## src/rtl/state_sequencer.sv

```systemverilog
// Instruction-sequencing FSM: fetch, decode wait, opcode-selected execute chain, halt.
// Produces the registered 6-bit state code for the control-unit decoder plus status flags.
module state_sequencer #(
    parameter int unsigned OPW         = 8,
    parameter int unsigned MEM_WAIT    = 0,
    parameter int unsigned DECODE_WAIT = 2
) (
    input  logic           clock,
    input  logic           reset_n,
    input  logic           start,
    input  logic [OPW-1:0] opcode,
    output logic [5:0]     state,
    output logic           busy,
    output logic           halted,
    output logic           illegal,
    output logic [15:0]    instr_count
);

    localparam int unsigned WAITW = 4;
    localparam int unsigned CNTW  = 16;
    localparam int unsigned CODEW = 6;

    localparam logic [WAITW-1:0] MEM_LOAD = WAITW'(MEM_WAIT);
    localparam logic [WAITW-1:0] DEC_LOAD = WAITW'(DECODE_WAIT - 1);

    localparam logic [OPW-1:0] OP_NOP   = OPW'(8'h00);
    localparam logic [OPW-1:0] OP_CLAC  = OPW'(8'h01);
    localparam logic [OPW-1:0] OP_LDAC  = OPW'(8'h02);
    localparam logic [OPW-1:0] OP_STAC  = OPW'(8'h03);
    localparam logic [OPW-1:0] OP_MVACR = OPW'(8'h04);
    localparam logic [OPW-1:0] OP_MVRAC = OPW'(8'h05);
    localparam logic [OPW-1:0] OP_ADD   = OPW'(8'h06);
    localparam logic [OPW-1:0] OP_MUL   = OPW'(8'h07);
    localparam logic [OPW-1:0] OP_HALT  = OPW'(8'hFF);

    typedef enum logic [4:0] {
        PH_IDLE, PH_FETCH1, PH_FETCH2, PH_FETCH3, PH_DECODE,
        PH_CLAC, PH_LDAC1, PH_LDAC2, PH_LDAC3, PH_STAC1, PH_STAC2, PH_STAC3,
        PH_MVACR, PH_MVRAC, PH_ADD, PH_MUL, PH_HALT
    } phase_t;

    phase_t            phase, phase_next;
    logic [WAITW-1:0]  wait_cnt, wait_next;
    logic              illegal_next;
    logic [CNTW-1:0]   count_next;
    logic [CODEW-1:0]  state_next;
    logic              busy_next;
    logic              halted_next;

    // Decoder-facing code for each phase; decode wait and halt show as idle bubbles.
    function automatic logic [CODEW-1:0] code_of(input phase_t ph);
        case (ph)
            PH_FETCH1: code_of = CODEW'(1);
            PH_FETCH2: code_of = CODEW'(2);
            PH_FETCH3: code_of = CODEW'(3);
            PH_CLAC:   code_of = CODEW'(4);
            PH_LDAC1:  code_of = CODEW'(5);
            PH_LDAC2:  code_of = CODEW'(6);
            PH_LDAC3:  code_of = CODEW'(7);
            PH_STAC1:  code_of = CODEW'(8);
            PH_STAC2:  code_of = CODEW'(9);
            PH_STAC3:  code_of = CODEW'(10);
            PH_MVACR:  code_of = CODEW'(11);
            PH_MVRAC:  code_of = CODEW'(12);
            PH_ADD:    code_of = CODEW'(13);
            PH_MUL:    code_of = CODEW'(14);
            default:   code_of = CODEW'(0);
        endcase
    endfunction

    always_ff @(posedge clock or negedge reset_n) begin
        if (!reset_n) begin
            phase       <= PH_IDLE;
            wait_cnt    <= '0;
            state       <= '0;
            busy        <= 1'b0;
            halted      <= 1'b0;
            illegal     <= 1'b0;
            instr_count <= '0;
        end else begin
            phase       <= phase_next;
            wait_cnt    <= wait_next;
            state       <= state_next;
            busy        <= busy_next;
            halted      <= halted_next;
            illegal     <= illegal_next;
            instr_count <= count_next;
        end
    end

    always_comb begin
        phase_next   = phase;
        wait_next    = wait_cnt;
        illegal_next = illegal;
        count_next   = instr_count;

        case (phase)
            PH_IDLE, PH_HALT: begin
                if (start) phase_next = PH_FETCH1;
            end
            PH_FETCH1: begin
                phase_next = PH_FETCH2;
                wait_next  = MEM_LOAD;
            end
            PH_FETCH2: begin
                if (wait_cnt == '0) phase_next = PH_FETCH3;
                else                wait_next  = wait_cnt - WAITW'(1);
            end
            PH_FETCH3: begin
                phase_next = PH_DECODE;
                wait_next  = DEC_LOAD;
            end
            PH_DECODE: begin
                if (wait_cnt != '0) begin
                    wait_next = wait_cnt - WAITW'(1);
                end else begin
                    // Opcode is only looked at on this edge.
                    count_next = instr_count + CNTW'(1);
                    case (opcode)
                        OP_NOP:   phase_next = PH_FETCH1;
                        OP_CLAC:  phase_next = PH_CLAC;
                        OP_LDAC:  phase_next = PH_LDAC1;
                        OP_STAC:  phase_next = PH_STAC1;
                        OP_MVACR: phase_next = PH_MVACR;
                        OP_MVRAC: phase_next = PH_MVRAC;
                        OP_ADD:   phase_next = PH_ADD;
                        OP_MUL:   phase_next = PH_MUL;
                        OP_HALT:  phase_next = PH_HALT;
                        default: begin
                            phase_next   = PH_HALT;
                            illegal_next = 1'b1;
                            count_next   = instr_count;
                        end
                    endcase
                end
            end
            PH_LDAC1: begin
                phase_next = PH_LDAC2;
                wait_next  = MEM_LOAD;
            end
            PH_LDAC2: begin
                if (wait_cnt == '0) phase_next = PH_LDAC3;
                else                wait_next  = wait_cnt - WAITW'(1);
            end
            PH_STAC1: begin
                phase_next = PH_STAC2;
                wait_next  = MEM_LOAD;
            end
            PH_STAC2: begin
                if (wait_cnt == '0) phase_next = PH_STAC3;
                else                wait_next  = wait_cnt - WAITW'(1);
            end
            PH_CLAC, PH_LDAC3, PH_STAC3, PH_MVACR, PH_MVRAC, PH_ADD, PH_MUL: begin
                phase_next = PH_FETCH1;
            end
            default: phase_next = PH_IDLE;
        endcase

        // Outputs are registered from the next phase so they align with it.
        state_next  = code_of(phase_next);
        busy_next   = (phase_next != PH_IDLE) && (phase_next != PH_HALT);
        halted_next = (phase_next == PH_HALT);
    end

endmodule

```

## config.mk

```make
export PLATFORM = sky130hd
export DESIGN_NAME = state_sequencer
export DESIGN_NICKNAME = d
export VERILOG_FILES = /design/src/rtl/state_sequencer.sv
export SDC_FILE = /design/constraint.sdc
export NUM_CORES = 1
export LEC_CHECK = 0
export ABC_AREA = 0
export CORE_ASPECT_RATIO = 1.75
export CORE_UTILIZATION = 47
export DETAILED_ROUTE_END_ITERATION = 6
export HOLD_SLACK_MARGIN = 0.12
export PLACE_DENSITY_LB_ADDON = 0.15
export SKIP_CTS_REPAIR_TIMING = 1
export SLEW_MARGIN = 40
export SYNTH_ARGS = -nofsm -noshare
export SYNTH_HDL_FRONTEND = slang
export SYNTH_SLANG_ARGS = --single-unit
```

## constraint.sdc

```tcl
create_clock -name clock -period 2.4 [get_ports clock]
set_input_delay 0.6 -clock clock [delete_from_list [all_inputs] [get_ports clock]]
set_output_delay 0.6 -clock clock [all_outputs]
set_load 0.05 [all_outputs]
```

Word-level counts from Yosys, hierarchy flattened:

Memory sizes are Yosys's and may differ from the RTL's.
Index checks and enable logic that the tools add are counted.

* equality and inequality tests: 28
* bitwise gates (word level): 2
* mux-type cells: 11
* reduce and logical (&&, ||, !) cells: 15
* add/subtract/negate cells: 2

Operators by type and width (count)
* 5-bit one-hot mux with 10 select lines: 1
* 5-bit by 4-bit equality test with 1-bit output (second input constant): 8
* 5-bit one-hot mux with 8 select lines: 1
* 8-bit by 3-bit equality test with 1-bit output (second input constant): 4
* 5-bit 2-to-1 mux: 5
* 5-bit by 3-bit equality test with 1-bit output (second input constant): 4
* 16-bit by 1-bit adder with 16-bit output (second input constant): 1
* 8-bit by 2-bit equality test with 1-bit output (second input constant): 2
* 4-bit one-hot mux with 4 select lines: 1
* 5-bit by 2-bit equality test with 1-bit output (second input constant): 2
* 5-bit equality test (second input constant): 2
* 3-bit AND reduction: 3
* 9-bit OR reduction: 1
* 8-bit by 1-bit equality test with 1-bit output (second input constant): 1
* 8-bit equality test (second input constant): 1
* 8-bit logical NOT: 1
* 4-bit 2-to-1 mux: 2
* 4-bit nonzero test: 2
* 7-bit OR reduction: 1
* 6-bit 2-to-1 mux: 1
* 3-bit OR reduction: 2
* 5-bit by 1-bit equality test with 1-bit output (second input constant): 1
* 5-bit logical NOT: 1
* 5-bit inequality test (second input constant): 1
* other kinds (7): 9

* register bits: 34
* logic and storage cells: 66
* ROM bits: 64
* output and inout bits: 25
* memories kept: 1
* input bits: 11

Memory list
* (no name shown): words 16, width 4, rd ports 1, clocked after memory_dff 0, wr ports 0, RTL line 52 `case (ph)`

Depth between registers and ports, before layout:

* depth in word-level cells: 6
* depth in mapped cells: 11
* gate-level depth less buffers: 11

Worst setup path after synthesis:

No wires, ideal clock.

* kind: register -> register
* start: reg wait_cnt[0]
* end: reg state[0]
* arrival time: 2462 ps
* slack: -148 ps
* data required time: 2313 ps
* buffers on the path: 0
* stages on the path, launching flop included: 11
* period minus slack after synthesis: 2548 ps
* cell sequence: dfrtp_1 -> inv_1 -> ha_1 -> nor3b_1 -> mux2i_1 -> o21ai_0 -> nor3b_1 -> ha_1 -> inv_1 -> or3b_1 -> o211ai_1

* longest elaborated chain between the ends: 5
* elaborated cells between the ends (all ways): 9
* those cells by class: 6 x mux; 2 x reduce/logical; 1 x memory

RTL lines
* start: declaration: RTL line 43 `logic [WAITW-1:0] wait_cnt, wait_next;`
* start signal: assignment: RTL line 82 `wait_cnt <= wait_next;`
* 4-bit logical NOT or 4-bit nonzero test (tied branches)
* 5-bit 2-to-1 mux (on tied branches)
* 5-bit one-hot mux with 10 select lines *: RTL line 97 `case (phase)`
* memory 16 x 4 bit
* 6-bit 2-to-1 mux *: RTL line 52
* named net state_next[0]: RTL line 46 `logic [CODEW-1:0] state_next;`
* end signal: assignment: RTL line 83 `state <= state_next;`
* end: declaration: RTL line 12 `output logic [5:0] state,`

Mark *: on every way through the listed nets, which the timed path passes. The rest lies on a longest branch.
A chain may end at the register's enable or synchronous reset.

Worst setup path in the final report:

* start: reg wait_cnt[1]
* end: reg state[0]

* longest elaborated chain between the ends: 5
* elaborated cells between the ends (all ways): 9
* those cells by class: 6 x mux; 2 x reduce/logical; 1 x memory

RTL lines
* 4-bit logical NOT or 4-bit nonzero test (tied branches)
* 5-bit 2-to-1 mux (on tied branches)
* 5-bit one-hot mux with 10 select lines *: RTL line 97
* named net phase_next[1]: RTL line 42 `phase_t phase, phase_next;`
* memory 16 x 4 bit *
* 6-bit 2-to-1 mux *: RTL line 52
* named net state_next[0]: RTL line 46

Marks and branches as above.

==> impl_metrics.toml <==
[route]
postRouteAntennaNets = 0
vias = 1659
postRouteWirelength_mm = 4.73
drtIter0Drc = 30
routedWlPerCell_um = 15.6
drc_errors = 0
dr.pass1.iters = 4
viasPerCell = 5.49

[synth]
synth-seq-cells = 32
synth_area_per_cell_sq_um = 10.1
synth.distinct_cells = 55
synth_edf_count = 0
ys_seq_area_share_pct = 42.1
ys_warn_count = 0
synth-async-reset-ratio_pct = 100
ys.flop_type = "dfrtp_1"
netlist_area_sq_mm = 0.00190
netlist_instances = 189

[die]
rows = 30
die_x_um = 50.1
ioPinCount = 36
fp.dieH_um = 86.2
core_area_sq_mm = 0.00387
die_area_sq_mm = 0.00431
start_util_pct = 49.2

[placement]
gp_congestion = 0.853
hpwl_mm = 3.61
portBuffers = 33

[setup_path]
critical_path_depth = 11
path_max_fanout = 4
start_kind = "register"
r2r_cells = 11
max_stage_delay_ns = 0.41
path_class = "register to register"
critical_path_arrival_ns = 2.56
crit_buf_inv = 2
cp_cell_sequence = "inv_2, ha_4, or3b_4, o21ai_2, nand3_1, a21oi_2, a311o_1, ha_2, inv_2, or3b_1, o211ai_1"
crit_family = "simple AND/OR/NAND/NOR gates"
crit_top_cell = "inv_2"
crit_path_end_kind = "register"
critPathSlowestCell = "or3b_4"
worstPathRequired_ns = 2.60

[timing]
fmax_mhz = 424
hold_viol_final = 0
worst_pin_slew_ns = 0.509
fin_crit_sh_pct = 98.4
rsz0062_at_grt = "yes"
min_period_ns = 2.36
setup_viol = 0
skew_ns = 0.00656
relSlewSlack_pct = 66.0
fin_setup_tns_ns = 0
finalMaxSlewViolations = 0

[finish]
layout-drive-gt1-share_pct = 25.2
multiInputGateArea_sq_mm = 0.00109
diodes = 0
nets = 271
seq_area_sq_um = 801
post-route-util_pct = 69.2
area_growth_pct = 40.7
fillers = 285

[cts]
cts_max_level = 2
clk_pin_slew_ns = 0.07
cts_tree = "done"
root_buffer = "clkbuf_8"
numCtsBuffers = 5
clock_latency_ns = 0.28
clkSinkCount = 32
clockBufferDepth = 2

[hold_path]
hold_class = "register to register"
min_path_cells = 1

[global_routing]
grt_overflow = 0
grt_most_used_layer = "met2"
grt_use_met2_pct = 43.5
grt.met1_usage_pct = 24.6
grt_pass1_wl_mm = 7.56
antenna_found_initial = 0
use_met3_pct = 4.26
grt_pass1_vias = 1608
grt_max_degree = 33
grt_util_all_layers_pct = 23.3

[power]
power.density_mw_per_mm2 = 1010
power_leakage_nw = 1.20
peakVddDrop_uv = 746

[job]
cap_violations = 0

[outcome]
outcome = "complete, no violations"
==> synth_stat cells (4+ instances only) <==
master    number  area [sq um]
nor2_1        12          45.0
inv_1         10          37.5
nor3_1         4          20.0
xor2_1         4          35.0
o211ai_1       5          37.5
nand2_1       11          41.3
a21oi_1        8          40.0
clkbuf_1       5          18.8
ha_1           7          87.6
o21ai_0        6          30.0
xnor2_1       15           131
dfrtp_1       32           801
nand4_1        7          43.8
nand2b_1       4          25.0
==> final cells by class <==
cell class | count | area share [%]
flip-flops and latches | 32 | 29.9
repair buffers | 64 | 21.4
multi-input cells | 140 | 40.9
clock buffers | 5 | 2.57
well taps | 48 | 2.24
inverters | 10 | 1.40
clock inverters | 3 | 1.59
==> per-layer routing <==
layer  wire length (um)  share of wire, %  vias to the layer above
met2               2790                59                       30
met1               1730                37                      812
met5                  0                 0                        -
met4                116               2.5                        0
li1                   -                 -                      808
met3                 91               1.9                        9
==> cell usage in the layout, fill, tap and decap left out, types with 5 or more instances in the layout <==
cell and instances:
nor2_1 11, clkdlybuf4s50_1 29, clkbuf_8 5, buf_4 31, dfrtp_1 32, a21oi_1 6, o211ai_1 5, nand2_1 11
inv_1 7, xnor2_1 15, ha_1 5, nand4_1 7
==> metrics by stage <==
step	instance area, sq um	std cells	hold slack, ns	power, W	worst slack, ns
after floorplan	1910	190	0.304	0.00158	0.0223
after global placement	2470	291	0.462	0.00203	-0.368
after detailed placement	2470	291	0.470	0.00207	-0.393
after CTS	2580	299	0.484	0.00258	-0.313
after global routing	2680	302	0.497	0.00291	-0.0523
final	2680	302	0.483	0.00271	0.0391
==> path summary, 6_finish.rpt <==
check / from / slack, ns / to
worst max-delay path: wait_cnt[1] / 0.04 / state[0]
worst min-delay path: instr_count[15] / 0.48 / instr_count[15]
worst max register to register: wait_cnt[1] / 0.04 / state[0]
worst min register to register: instr_count[15] / 0.48 / instr_count[15]
max in group asynchronous: reset_n / 1.38 / state[1]
min in group asynchronous: reset_n / 0.72 / wait_cnt[0]
==> cells by family after synthesis <==
family                   count (synthesis)  synth area share, %
other                                    1                0.197
adder cells (fa/ha/maj)                  8                 5.13
buffers and inverters                   19                 4.61
AO/OA/AOI/OAI                           39                 15.6
XOR/XNOR                                19                 8.75
multiplexers                             4                 2.24
AND/OR/NAND/NOR                         67                 21.4
flip-flops                              32                 42.1
==> worst register-to-register path, delay by kind of cell, from the launching register on <==
kind                     cells  cell delay [ns]
buffers and inverters        2             0.12
flip-flops                   1             0.39
adder cells (fa/ha/maj)      2             0.33
AND/OR/NAND/NOR              3             0.85
AO/OA/AOI/OAI                4             0.58
==> power by group <==
group	switching, W	leakage, nW	internal [W]	total [W]
sequential	0.0000906	0.425	0.000634	0.000724
clock	0.000197	0.0541	0.000307	0.000504
combinational	0.000803	0.726	0.000679	0.00148
total	0.00109	1.20	0.00162	0.00271
==> state kept, by name, indices dropped and copies added (netlist names) <==
name / count
halted: 1
phase: 5
instr_count: 16
state: 4
illegal: 1
wait_cnt: 4
busy: 1
(Power assumes the default switching activity.)
